**src/rtl/maxnet_pkg.sv**
```systemverilog
// rtl/maxnet_pkg.sv - shared types and default constants for the MaxNet result collector
package maxnet_pkg;

    typedef enum logic [1:0] {IDLE, RESET_MN, RUN, HOLD} mn_coll_state_t;

    localparam int MN_DATA_W     = 5;
    localparam int MN_TIMEOUT    = 255;
    localparam int MN_CNT_W      = 8;
    localparam int MN_RST_CYCLES = 2;

endpackage

```
**src/rtl/maxnet_result_collector_if.sv**
```systemverilog
// rtl/maxnet_result_collector_if.sv - host run control, MaxNet link and result handshake bundle
interface maxnet_result_collector_if
    import maxnet_pkg::*;
#(
    parameter int DATA_W = MN_DATA_W,
    parameter int CNT_W  = MN_CNT_W
);
    logic              start;
    logic              busy;
    logic              mn_rst;
    logic              mn_done;
    logic [DATA_W-1:0] mn_max;
    logic              res_valid;
    logic              res_ready;
    logic [DATA_W-1:0] res_max;
    logic              res_timeout;
    logic [CNT_W-1:0]  res_cycles;
    logic [CNT_W-1:0]  run_count;

    modport master (
        output start, mn_done, mn_max, res_ready,
        input  busy, mn_rst, res_valid, res_max, res_timeout, res_cycles, run_count
    );

    modport slave (
        input  start, mn_done, mn_max, res_ready,
        output busy, mn_rst, res_valid, res_max, res_timeout, res_cycles, run_count
    );
endinterface

```
**src/rtl/sat_counter.sv**
```systemverilog
// rtl/sat_counter.sv - clearable up-counter that sticks at all-ones
module sat_counter #(
    parameter int CNT_W = 8
) (
    input  logic             clk,
    input  logic             rst_n,
    input  logic             clear,
    input  logic             inc,
    output logic [CNT_W-1:0] count
);
    always_ff @(posedge clk or negedge rst_n) begin
        if (!rst_n) begin
            count <= '0;
        end else if (clear) begin
            count <= '0;
        end else if (inc && (count != '1)) begin
            count <= count + CNT_W'(1);
        end
    end
endmodule

```
**src/rtl/maxnet_result_collector.sv**
```systemverilog
// rtl/maxnet_result_collector.sv - sequences a MaxNet run and hands the captured winner to the host
module maxnet_result_collector
    import maxnet_pkg::*;
#(
    parameter int DATA_W     = MN_DATA_W,
    parameter int RST_CYCLES = MN_RST_CYCLES,
    parameter int TIMEOUT    = MN_TIMEOUT,
    parameter int CNT_W      = MN_CNT_W
) (
    input  logic                    clk,
    input  logic                    rst,
    maxnet_result_collector_if.slave bus
);
    localparam logic [CNT_W-1:0] RST_LAST = CNT_W'(RST_CYCLES - 1);
    localparam logic [CNT_W-1:0] TMO_LAST = CNT_W'(TIMEOUT - 1);
    localparam logic [CNT_W-1:0] TMO_VAL  = CNT_W'(TIMEOUT);

    mn_coll_state_t    state, next_state;
    logic              done_q, done_rise;
    logic              mn_rst_q;
    logic [CNT_W-1:0]  cyc_cnt, run_cnt;
    logic              cyc_clear, cyc_inc, run_inc, cap_done, cap_tmo;
    logic              res_valid_q, res_timeout_q;
    logic [DATA_W-1:0] res_max_q;
    logic [CNT_W-1:0]  res_cycles_q;

    assign done_rise = bus.mn_done & ~done_q;

    // One counter times both the MaxNet reset window and the RUN phase
    sat_counter #(.CNT_W(CNT_W)) u_cyc_cnt (
        .clk(clk), .rst_n(rst), .clear(cyc_clear), .inc(cyc_inc), .count(cyc_cnt)
    );

    sat_counter #(.CNT_W(CNT_W)) u_run_count (
        .clk(clk), .rst_n(rst), .clear(1'b0), .inc(run_inc), .count(run_cnt)
    );

    always_ff @(posedge clk or negedge rst) begin
        if (!rst) state <= IDLE;
        else      state <= next_state;
    end

    always_comb begin
        next_state = state;
        case (state)
            IDLE:     if (bus.start)                          next_state = RESET_MN;
            RESET_MN: if (cyc_cnt == RST_LAST)                next_state = RUN;
            RUN:      if (done_rise || (cyc_cnt == TMO_LAST)) next_state = HOLD;
            HOLD:     if (bus.res_ready)                      next_state = IDLE;
            default:                                          next_state = IDLE;
        endcase
    end

    always_comb begin
        cyc_clear = ((state == IDLE) && bus.start) ||
                    ((state == RESET_MN) && (cyc_cnt == RST_LAST));
        cyc_inc   = ((state == RESET_MN) && (cyc_cnt != RST_LAST)) || (state == RUN);
        cap_done  = (state == RUN) && done_rise;
        cap_tmo   = (state == RUN) && !done_rise && (cyc_cnt == TMO_LAST);
        run_inc   = (state == HOLD) && bus.res_ready;
    end

    // mn_rst resets high so MaxNet stays held while this block is itself in reset
    always_ff @(posedge clk or negedge rst) begin
        if (!rst) begin
            done_q        <= 1'b0;
            mn_rst_q      <= 1'b1;
            res_valid_q   <= 1'b0;
            res_timeout_q <= 1'b0;
            res_max_q     <= '0;
            res_cycles_q  <= '0;
        end else begin
            done_q   <= bus.mn_done;
            mn_rst_q <= (next_state == RESET_MN);
            if (cap_done) begin
                res_max_q     <= bus.mn_max;
                res_timeout_q <= 1'b0;
                res_cycles_q  <= cyc_cnt + CNT_W'(1);
                res_valid_q   <= 1'b1;
            end else if (cap_tmo) begin
                res_max_q     <= '0;
                res_timeout_q <= 1'b1;
                res_cycles_q  <= TMO_VAL;
                res_valid_q   <= 1'b1;
            end else if (run_inc) begin
                res_valid_q   <= 1'b0;
            end
        end
    end

    assign bus.busy        = (state != IDLE);
    assign bus.mn_rst      = mn_rst_q;
    assign bus.res_valid   = res_valid_q;
    assign bus.res_max     = res_max_q;
    assign bus.res_timeout = res_timeout_q;
    assign bus.res_cycles  = res_cycles_q;
    assign bus.run_count   = run_cnt;
endmodule

```
**src/flat_wrapper.sv**
```systemverilog
// flat-port wrapper written by rule: the top's interface ports become plain ports
module maxnet_result_collector_flat import maxnet_pkg::*;
#(
    parameter int DATA_W     = MN_DATA_W,
    parameter int RST_CYCLES = MN_RST_CYCLES,
    parameter int TIMEOUT    = MN_TIMEOUT,
    parameter int CNT_W      = MN_CNT_W
)
  (clk, rst, bus_start, bus_mn_done, bus_mn_max, bus_res_ready, bus_busy, bus_mn_rst, bus_res_valid, bus_res_max, bus_res_timeout, bus_res_cycles, bus_run_count);
  maxnet_result_collector_if #(.DATA_W(DATA_W), .CNT_W(CNT_W)) bus_i ();
  input  logic clk;
  input  logic rst;
  input wire logic [$bits(bus_i.start)-1:0] bus_start;
  input wire logic [$bits(bus_i.mn_done)-1:0] bus_mn_done;
  input wire logic [$bits(bus_i.mn_max)-1:0] bus_mn_max;
  input wire logic [$bits(bus_i.res_ready)-1:0] bus_res_ready;
  output wire logic [$bits(bus_i.busy)-1:0] bus_busy;
  output wire logic [$bits(bus_i.mn_rst)-1:0] bus_mn_rst;
  output wire logic [$bits(bus_i.res_valid)-1:0] bus_res_valid;
  output wire logic [$bits(bus_i.res_max)-1:0] bus_res_max;
  output wire logic [$bits(bus_i.res_timeout)-1:0] bus_res_timeout;
  output wire logic [$bits(bus_i.res_cycles)-1:0] bus_res_cycles;
  output wire logic [$bits(bus_i.run_count)-1:0] bus_run_count;
  assign bus_i.start = bus_start;
  assign bus_i.mn_done = bus_mn_done;
  assign bus_i.mn_max = bus_mn_max;
  assign bus_i.res_ready = bus_res_ready;
  assign bus_busy = bus_i.busy;
  assign bus_mn_rst = bus_i.mn_rst;
  assign bus_res_valid = bus_i.res_valid;
  assign bus_res_max = bus_i.res_max;
  assign bus_res_timeout = bus_i.res_timeout;
  assign bus_res_cycles = bus_i.res_cycles;
  assign bus_run_count = bus_i.run_count;
  maxnet_result_collector #(.DATA_W(DATA_W), .RST_CYCLES(RST_CYCLES), .TIMEOUT(TIMEOUT), .CNT_W(CNT_W)) u_core (.clk(clk), .rst(rst), .bus(bus_i));
endmodule
```
**config.mk**
```make
export PLATFORM = sky130hd
export DESIGN_NAME = maxnet_result_collector_flat
export DESIGN_NICKNAME = d
export VERILOG_FILES = /design/src/rtl/maxnet_pkg.sv /design/src/rtl/maxnet_result_collector_if.sv /design/src/rtl/sat_counter.sv /design/src/rtl/maxnet_result_collector.sv /design/src/flat_wrapper.sv
export SDC_FILE = /design/constraint.sdc
export NUM_CORES = 1
export LEC_CHECK = 0
export CAP_MARGIN = 20
export CORE_MARGIN = 5
export CORE_UTILIZATION = 64
export CTS_BUF_LIST = sky130_fd_sc_hd__clkbuf_16
export CTS_CLUSTER_SIZE = 16
export DETAILED_ROUTE_END_ITERATION = 7
export DONT_BUFFER_PORTS = 1
export PLACE_DENSITY = 0.91
export SLEW_MARGIN = 5
export SYNTH_ARGS = -nofsm -noshare
export SYNTH_HDL_FRONTEND = slang
export SYNTH_SLANG_ARGS = --single-unit
```
**constraint.sdc**
```tcl
create_clock -name clk -period 3.2 [get_ports clk]
set_input_delay 0.48 -clock clk [delete_from_list [all_inputs] [get_ports clk]]
set_output_delay 0.48 -clock clk [all_outputs]
set_load 0.03 [all_outputs]
```
=== Word level (Yosys, flattened, before mapping) ===
Index checks and enable logic that the tools add are counted.

* Latch bits: 0
* Memories kept: 0
* Memory bits (writable): 0
* Logic and storage cells: 56
* Flip-flop bits (word level): 35
* Memory bits (read-only): 0

* Shift-type cells: 0
* Order comparisons: 0
* Mux-type cells: 16
* Reduce and logical (&&, ||, !) cells: 18
* Equality and inequality tests: 9
* Add/subtract/negate cells: 2
* Divide/modulo/power cells: 0
* Multipliers: 0
* Bitwise logic cells: 2

{| class="wikitable"
|+ Operator list
! cell !! count
|-
| 8-bit two-way mux || 4
|-
| 8-bit by 1-bit adder with 8-bit output (second input constant) || 2
|-
| 8-bit inequality test (second input constant) || 2
|-
| 5-bit two-way mux || 2
|-
| 1-bit logical AND || 9
|-
| 8-bit by 1-bit == test with 1-bit output (second input constant) || 1
|-
| 8-bit == test (second input constant) || 1
|-
| 2-bit two-way mux || 4
|-
| 8-bit by 1-bit inequality test with 1-bit output (second input constant) || 1
|-
| 2-bit one-hot mux with 4 select lines || 1
|-
| 2-bit nonzero test || 3
|-
| 1-bit two-way mux || 5
|-
| 2-bit by 1-bit == test with 1-bit output (second input constant) || 2
|-
| 2-bit == test (second input constant) || 2
|-
| 1-bit logical OR || 3
|-
| 3-bit nonzero test || 1
|-
| 2-bit logical NOT || 1
|-
| 1-bit bitwise AND || 1
|-
| 1-bit logical NOT || 1
|-
| 1-bit inverter || 1
|}

=== Longest topological paths before layout ===
* Depth after elaboration: 7
* Mapped depth: 6
* Mapped depth without buffers: 6

=== By module ===
A second synthesis with hierarchy kept.

* Cell total of the unflattened synthesis: 186
* Area total of the unflattened synthesis: 1871.8 sq um

{| class="wikitable"
|+ Modules (own cells, without submodules)
! module !! area each (sq um) !! instances !! sequential area each (sq um) !! cells an instance
|-
| maxnet_result_collector || 943.4 || 1 || 476.7 || 88
|-
| sat_counter || 464.2 || 2 || 200.2 || 49
|}

=== Worst setup path before layout ===
OpenSTA, ideal clock, no wires.

* Path kind: register to register
* Start: reg u_core.u_run_count.count[0]
* End: reg u_core.u_run_count.count[1]
* Data arrival time: 1514 ps
* Cell stages (with the launch flop): 5
* Data required time: 3072 ps
* Path buffers: 0
* Setup slack: 1558 ps
* Library setup time: 128 ps
* Cells stage by stage: dfrtp_1 > ha_1 > inv_1 > o31ai_4 > mux2_1

* Cells in the longest elaborated chain, start to end: 2
* Elaborated cells on any way between the ends: 3
* Those cells by class: add/sub (1); eq/ne (1); reduce/logical (1)

{| class="wikitable"
|+ RTL lines
! item !! RTL line !! source
|-
| from (decl) || sat_counter.sv:9 || <nowiki>output logic [CNT_W-1:0] count</nowiki>
|-
| from (signal assigned) || sat_counter.sv:17 || <nowiki>count <= count + CNT_W'(1);</nowiki>
|-
| branches (longest 2 deep; another with 8-bit by 1-bit adder with 8-bit output) || n/a ||
|}

Several ways; the timed one is not identified.
A chain may end at the register's enable or synchronous reset.

=== Final worst setup path ===
Same ends and word-level chain as after synthesis.

==> impl_metrics.toml <==
[floorplan]
core-area_um2 = 2730
start_util = 0.662
rows = 19
die-area_um2 = 3990
die_h_um = 63.2
fp.dieW_um = 63.2
pin_count = 35

[timing]
worst-slew-pin-transition_ns = 0.461
timing.hold.ws_ns = 0.0249
layout_setup_ws_ns = 1.38
hold_viol_final = 0
fmax_mhz = 548
rsz0062_at_grt = "false"
slew_headroom = 0.693
finalCritPeriodShare = 0.570
fin_crit_ns = 1.82
finalMaxSlewViolations = 0
setup_viol = 0
fin_skew_ns = 0.00415
setup_tns_ns = 0

[final_layout]
syn_to_final_growth_pct = 7.81
drive_gt1_frac = 0.139
nNetsFinal = 179
antennaDiodeCount = 0
final_area_um2 = 1950
finish.utilization = 0.714

[pwr]
seq_power_share = 0.506
power_frac_comb = 0.293
switching_share = 0.466
pwr-share-clk = 0.202
leakage_nw = 0.855
power.density_nw_per_um2 = 1140
p_switching_mw = 1.04
ir_drop_uv = 783
internal_power_mw = 1.19

[worst_hold_path]
hp-class = "primary input to async pin"

[routing]
vias = 1294
drt_wl_total_um = 4030
drtIter0Drc = 61
firstDrtPassIters = 5
via_per_inst = 6.60
route.detailed.drc = 0
antenna_left = 0
wl_per_cell_um = 20.6

[logic_synthesis]
netlist_area_um2 = 1810
synthArstFlopShare = 1.00
synth_area_leaders = "dfrtp_1 (47%), xor2_1 (3.9%), a21oi_1 (3.3%)"
ys_seq_elements = 35
avgSynthCellArea_um2 = 11.0
ys_seq_area_frac = 0.484
yosys_warnings = 0
synth_top_flop_cell = "dfrtp_1"
synth_top_area_cell = "dfrtp_1"
synth.most_common_cell = "dfrtp_1"
synth_common_cells = "dfrtp_1 (34), nor2_1 (13), a21oi_1 (12), nand2_1 (12)"
synth_top_area_frac = 0.470
yosysUniqueCellTypes = 46
synth_edf_count = 0
syn_nets = 179
syn_inst = 165

[clock_network]
cts_sinks = 35
cts_buffers = 5
clkTransAtPathRegs_ns = 0.05
cts_tree = "yes"
clk_path_buf_depth = 2
worstSkewPairLatency_ns = 0.28
htree_levels = 2
cts_post_setup_buffers_inserted = 0
root_buffer = "clkbuf_16"

[worst_setup_path]
required_ns = 3.36
crit_arrival_ns = 1.98
path_max_fanout = 5
path_class = "register to register"
endpoint_kind = "register"
cp-start-kind = "register"
cp-startpoint = "u_core.u_run_count.count[0]"
r2r-start = "u_core.u_run_count.count[0]"

[place]
placed_area_um2 = 1800
port_buffers = 0
place.gp.congestion = 0.878
hpwl_um = 2780
pre_cts_ws_ns = 1.43

[run_status]
status = "complete, no violations"

[grt]
antenna_found_initial = 0
grt_first_pass_wirelength_um = 6820
groute.usage.overall = 0.221
grt_pass1_vias = 1344
grt_max_degree = 35
overflow = 0

[flow_run]
cap_violations = 0
[power groups by stage]
stage / clock network [mW] / registers (mW) / logic, mW
2_1_floorplan: 0 / 1.02 / 0.577
3_3_place_gp: 0 / 1.11 / 0.572
3_5_place_dp: 0 / 1.12 / 0.623
4_1_cts: 0.453 / 1.12 / 0.648
5_1_grt: 0.487 / 1.15 / 0.714
6_report: 0.449 / 1.12 / 0.650
[per-layer routing]
| layer | vias up | share of wire | GRT usage |
|---|---|---|---|
| met1 | 651 | 0.40 | 0.270 |
| met2 | 47 | 0.52 | 0.354 |
| li1 | 587 | - | - |
| met4 | 0 | 0.019 | 0.0909 |
| met3 | 9 | 0.062 | 0.0782 |
| met5 | - | 0 | 0 |
[worst paths after layout]
kind / end / slack, ns / depth (start not counted)
hold reg to reg: u_core.u_cyc_cnt.count[6] / 0.65 / 2
min in group clk: u_core.done_q / 0.23 / 0
setup reg to reg: u_core.u_run_count.count[1] / 1.38 / 4
setup / recovery: u_core.u_run_count.count[1] / 1.38 / 4
max in group asynchronous: u_core.bus.res_max[3] / 2.99 / 1
hold / removal: u_core.u_cyc_cnt.count[7] / 0.02 / 1
[registers in the layout, indices dropped and copies added (netlist names)]
signal,count
u_core.u_cyc_cnt.count,8
u_core.done_q,1
u_core.bus.res_valid,1
u_core.bus.res_timeout,1
u_core.bus.res_max,5
u_core.u_run_count.count,8
u_core.state,2
u_core.bus.mn_rst,1
u_core.bus.res_cycles,8
[worst max-delay path: stages, from the launching register on]
cell     delay, ns
dfrtp_1       0.58
ha_1          0.27
inv_1         0.10
o31ai_4       0.38
mux2_1        0.37
[stage by stage]
stage	total power, mW	cells
after global placement	1.68	188
after detailed placement	1.75	188
final	2.22	196
after CTS	2.22	196
after floorplan	1.60	165
after global routing	2.35	196
[layout make-up]
class	instances	area, µm²
well taps	31	38.8
fillers	190	782
repair buffers	2	27.5
clock inverters	2	8.76
flip-flops and latches	35	877
clock buffers	5	125
multi-input cells	116	856
inverters	5	18.8
[layout by cell type, fill, tap and decap left out, types with 2 or more instances in the layout]
| cell type | instances |
|---|---|
| nor2b_1 | 3 |
| xor2_1 | 8 |
| a41oi_1 | 2 |
| nand2_1 | 12 |
| nand2_2 | 2 |
| inv_1 | 5 |
| nand4_1 | 3 |
| clkbuf_16 | 5 |
| nand3_1 | 7 |
| ha_1 | 4 |
| a22o_1 | 5 |
| nor2_1 | 13 |
| mux2i_1 | 6 |
| a21oi_1 | 12 |
| nor3_1 | 2 |
| nand2b_1 | 2 |
| dfrtp_1 | 34 |
| and3_1 | 2 |
| o21ai_0 | 8 |
| xnor2_1 | 4 |
[what timing repair did]
| item | 4_1_cts | 5_1_grt |
|---|---|---|
| resized for setup | 0 | 0 |
| hold buffers | 1 | 0 |
| hold endpoints to repair | 34 | 0 |
[cells by family (layout without fill, tap and decap cells)]
group | count (synthesis) | count (layout) | synth area share
buffers and inverters | 14 | 14 | 0.0463
AO/OA/AOI/OAI | 37 | 37 | 0.158
XOR/XNOR | 12 | 12 | 0.0581
multiplexers | 7 | 7 | 0.0394
flip-flops | 35 | 35 | 0.484
AND/OR/NAND/NOR | 56 | 56 | 0.186
adder cells (fa/ha/maj) | 4 | 4 | 0.0276
(Power assumes the default switching activity.)
==> variant: new RTL, same flow settings <==
Make the reset (`rst` and `rst_n`) synchronous in 3 clocked blocks.
--- a/src/rtl/sat_counter.sv
+++ b/src/rtl/sat_counter.sv
@@ -8,7 +8,7 @@
     input  logic             inc,
     output logic [CNT_W-1:0] count
 );
-    always_ff @(posedge clk or negedge rst_n) begin
+    always_ff @(posedge clk) begin
         if (!rst_n) begin
             count <= '0;
         end else if (clear) begin
--- a/src/rtl/maxnet_result_collector.sv
+++ b/src/rtl/maxnet_result_collector.sv
@@ -35,7 +35,7 @@
         .clk(clk), .rst_n(rst), .clear(1'b0), .inc(run_inc), .count(run_cnt)
     );
 
-    always_ff @(posedge clk or negedge rst) begin
+    always_ff @(posedge clk) begin
         if (!rst) state <= IDLE;
         else      state <= next_state;
     end
@@ -61,7 +61,7 @@
     end
 
     // mn_rst resets high so MaxNet stays held while this block is itself in reset
-    always_ff @(posedge clk or negedge rst) begin
+    always_ff @(posedge clk) begin
         if (!rst) begin
             done_q        <= 1'b0;
             mn_rst_q      <= 1'b1;
Function: differs if rst is asserted again (counterexample within 4 cycles, from zero or initial values and one cycle with rst low); with rst held inactive, the same outputs for 10 cycles.
==> variant against the unedited design <==
- global-route usage decreased by 0.11 points
- area after synthesis decreased by 4.7%
- sequential cell count unchanged
- sequential share of layout area decreased by 7.1 points
- setup slack got worse by 99 ps
- cell area decreased by 5.1%
- via count increased by 5.6%
- routed wire length decreased by 5.4%
Power is not compared: it rests on default switching activity, and its combinational part moved more than twofold at a synthesized area within 25%.
==> variant: results (changes against the unedited design) <==
Run status
  – Run status: completed (unchanged)

Layout
  – Final-layout non-clock buffer area share: 0 (was 0.0141)
  – Fin nets: 196 (was 179)
  – Storage cell area: 701 um2 (was 877 um2)
  – Multi-In Gates: 136 (was 116)
  – Filler Cell Count: 171 (was 190)
  – Invs w/o clock: 4 (was 5)
  – Signal buffers: 0 (was 2)
  – Share of layout cells above drive strength 1: 0.126 (was 0.139)
  – Area delta synth->final: 7.40% (was 7.81%)

Critical path
  – Worst-path maximum fanout: 15 (was 5)
  – Slowest stage cell, crit path: o31ai_4 (was dfrtp_1)

Routing
  – Met3 WL: 244 um (was 249 um)
  – Drt first pass iters: 4 (was 5)
  – DR vias/cell: 6.41 (was 6.60)

Synthesis
  – Synth Area in Compound Gates: 0.204 (was 0.158)
  – Top cells by area, synth: dfxtp_1 41%, nand3_1 4.1%, a21oi_1 3.8% (was dfrtp_1 47%, xor2_1 3.9%, a21oi_1 3.3%)
  – Mux cell area share after synthesis: 0.00580 (was 0.0394)
  – Xor/xnor share of the synthesized area: 0.0558 (was 0.0581)
  – Commonest cells in the synthesized netlist: 35 x dfxtp_1, 14 x nand2_1, 14 x nand3_1, 13 x a21oi_1, 11 x nor2_1 (was 34 x dfrtp_1, 13 x nor2_1, 12 x a21oi_1, 12 x nand2_1)
  – Synth Area in Adders: 0.0290 (was 0.0276)
  – Syn Inst Count: 187 (was 165)

Hold path
  – Worst min path class: primary input to register (was primary input to async pin)

Placed design
  – Area of placed instances: 1680 um2 (was 1800 um2)
  – Placer Congestion: 0.928 (was 0.878)
  – Cells after DPL: 205 (was 188)

STA
  – Slew @ Worst Pin: 628 ps (was 461 ps)
  – Worst Clk Skew: 5.46 ps (was 4.15 ps)

Global route
  – Routing usage on met2: 0.374 (was 0.354)
  – Total GRT Usage: 0.220 (was 0.221)
  – Vias in the first global route: 1274 (was 1344)
  – First-pass GRT wire length: 6070 um (was 6820 um)
## variant: cell count changes after synthesis, sizes merged, moves of 4 or more
cell	change
a211oi	+4
a22o	-5
a311oi	+4
and2	+4
dfrtp	-34
dfxtp	+35
mux2i	-5
nand3	+6
o221a	+5
## variant: power groups by stage
stage	combinational [mW]	clock [mW]	sequential, mW
after floorplan	0.0609	0	0.467
after global placement	0.0547	0	0.473
after detailed placement	0.0569	0	0.473
after CTS	0.0588	0.553	0.464
after global routing	0.0644	0.581	0.465
final	0.0589	0.548	0.464
## variant: worst paths after layout
path                                          start                                endpoint  slack, ps
max                      u_core.state[1]$_SDFF_PN0_            u_core.bus.mn_rst$_SDFF_PN1_       1280
min                                             rst            u_core.bus.mn_rst$_SDFF_PN1_        300
max reg2reg              u_core.state[1]$_SDFF_PN0_            u_core.bus.mn_rst$_SDFF_PN1_       1280
min reg2reg  u_core.u_cyc_cnt.count[0]$_SDFFE_PP0P_  u_core.u_cyc_cnt.count[0]$_SDFFE_PP0P_        560
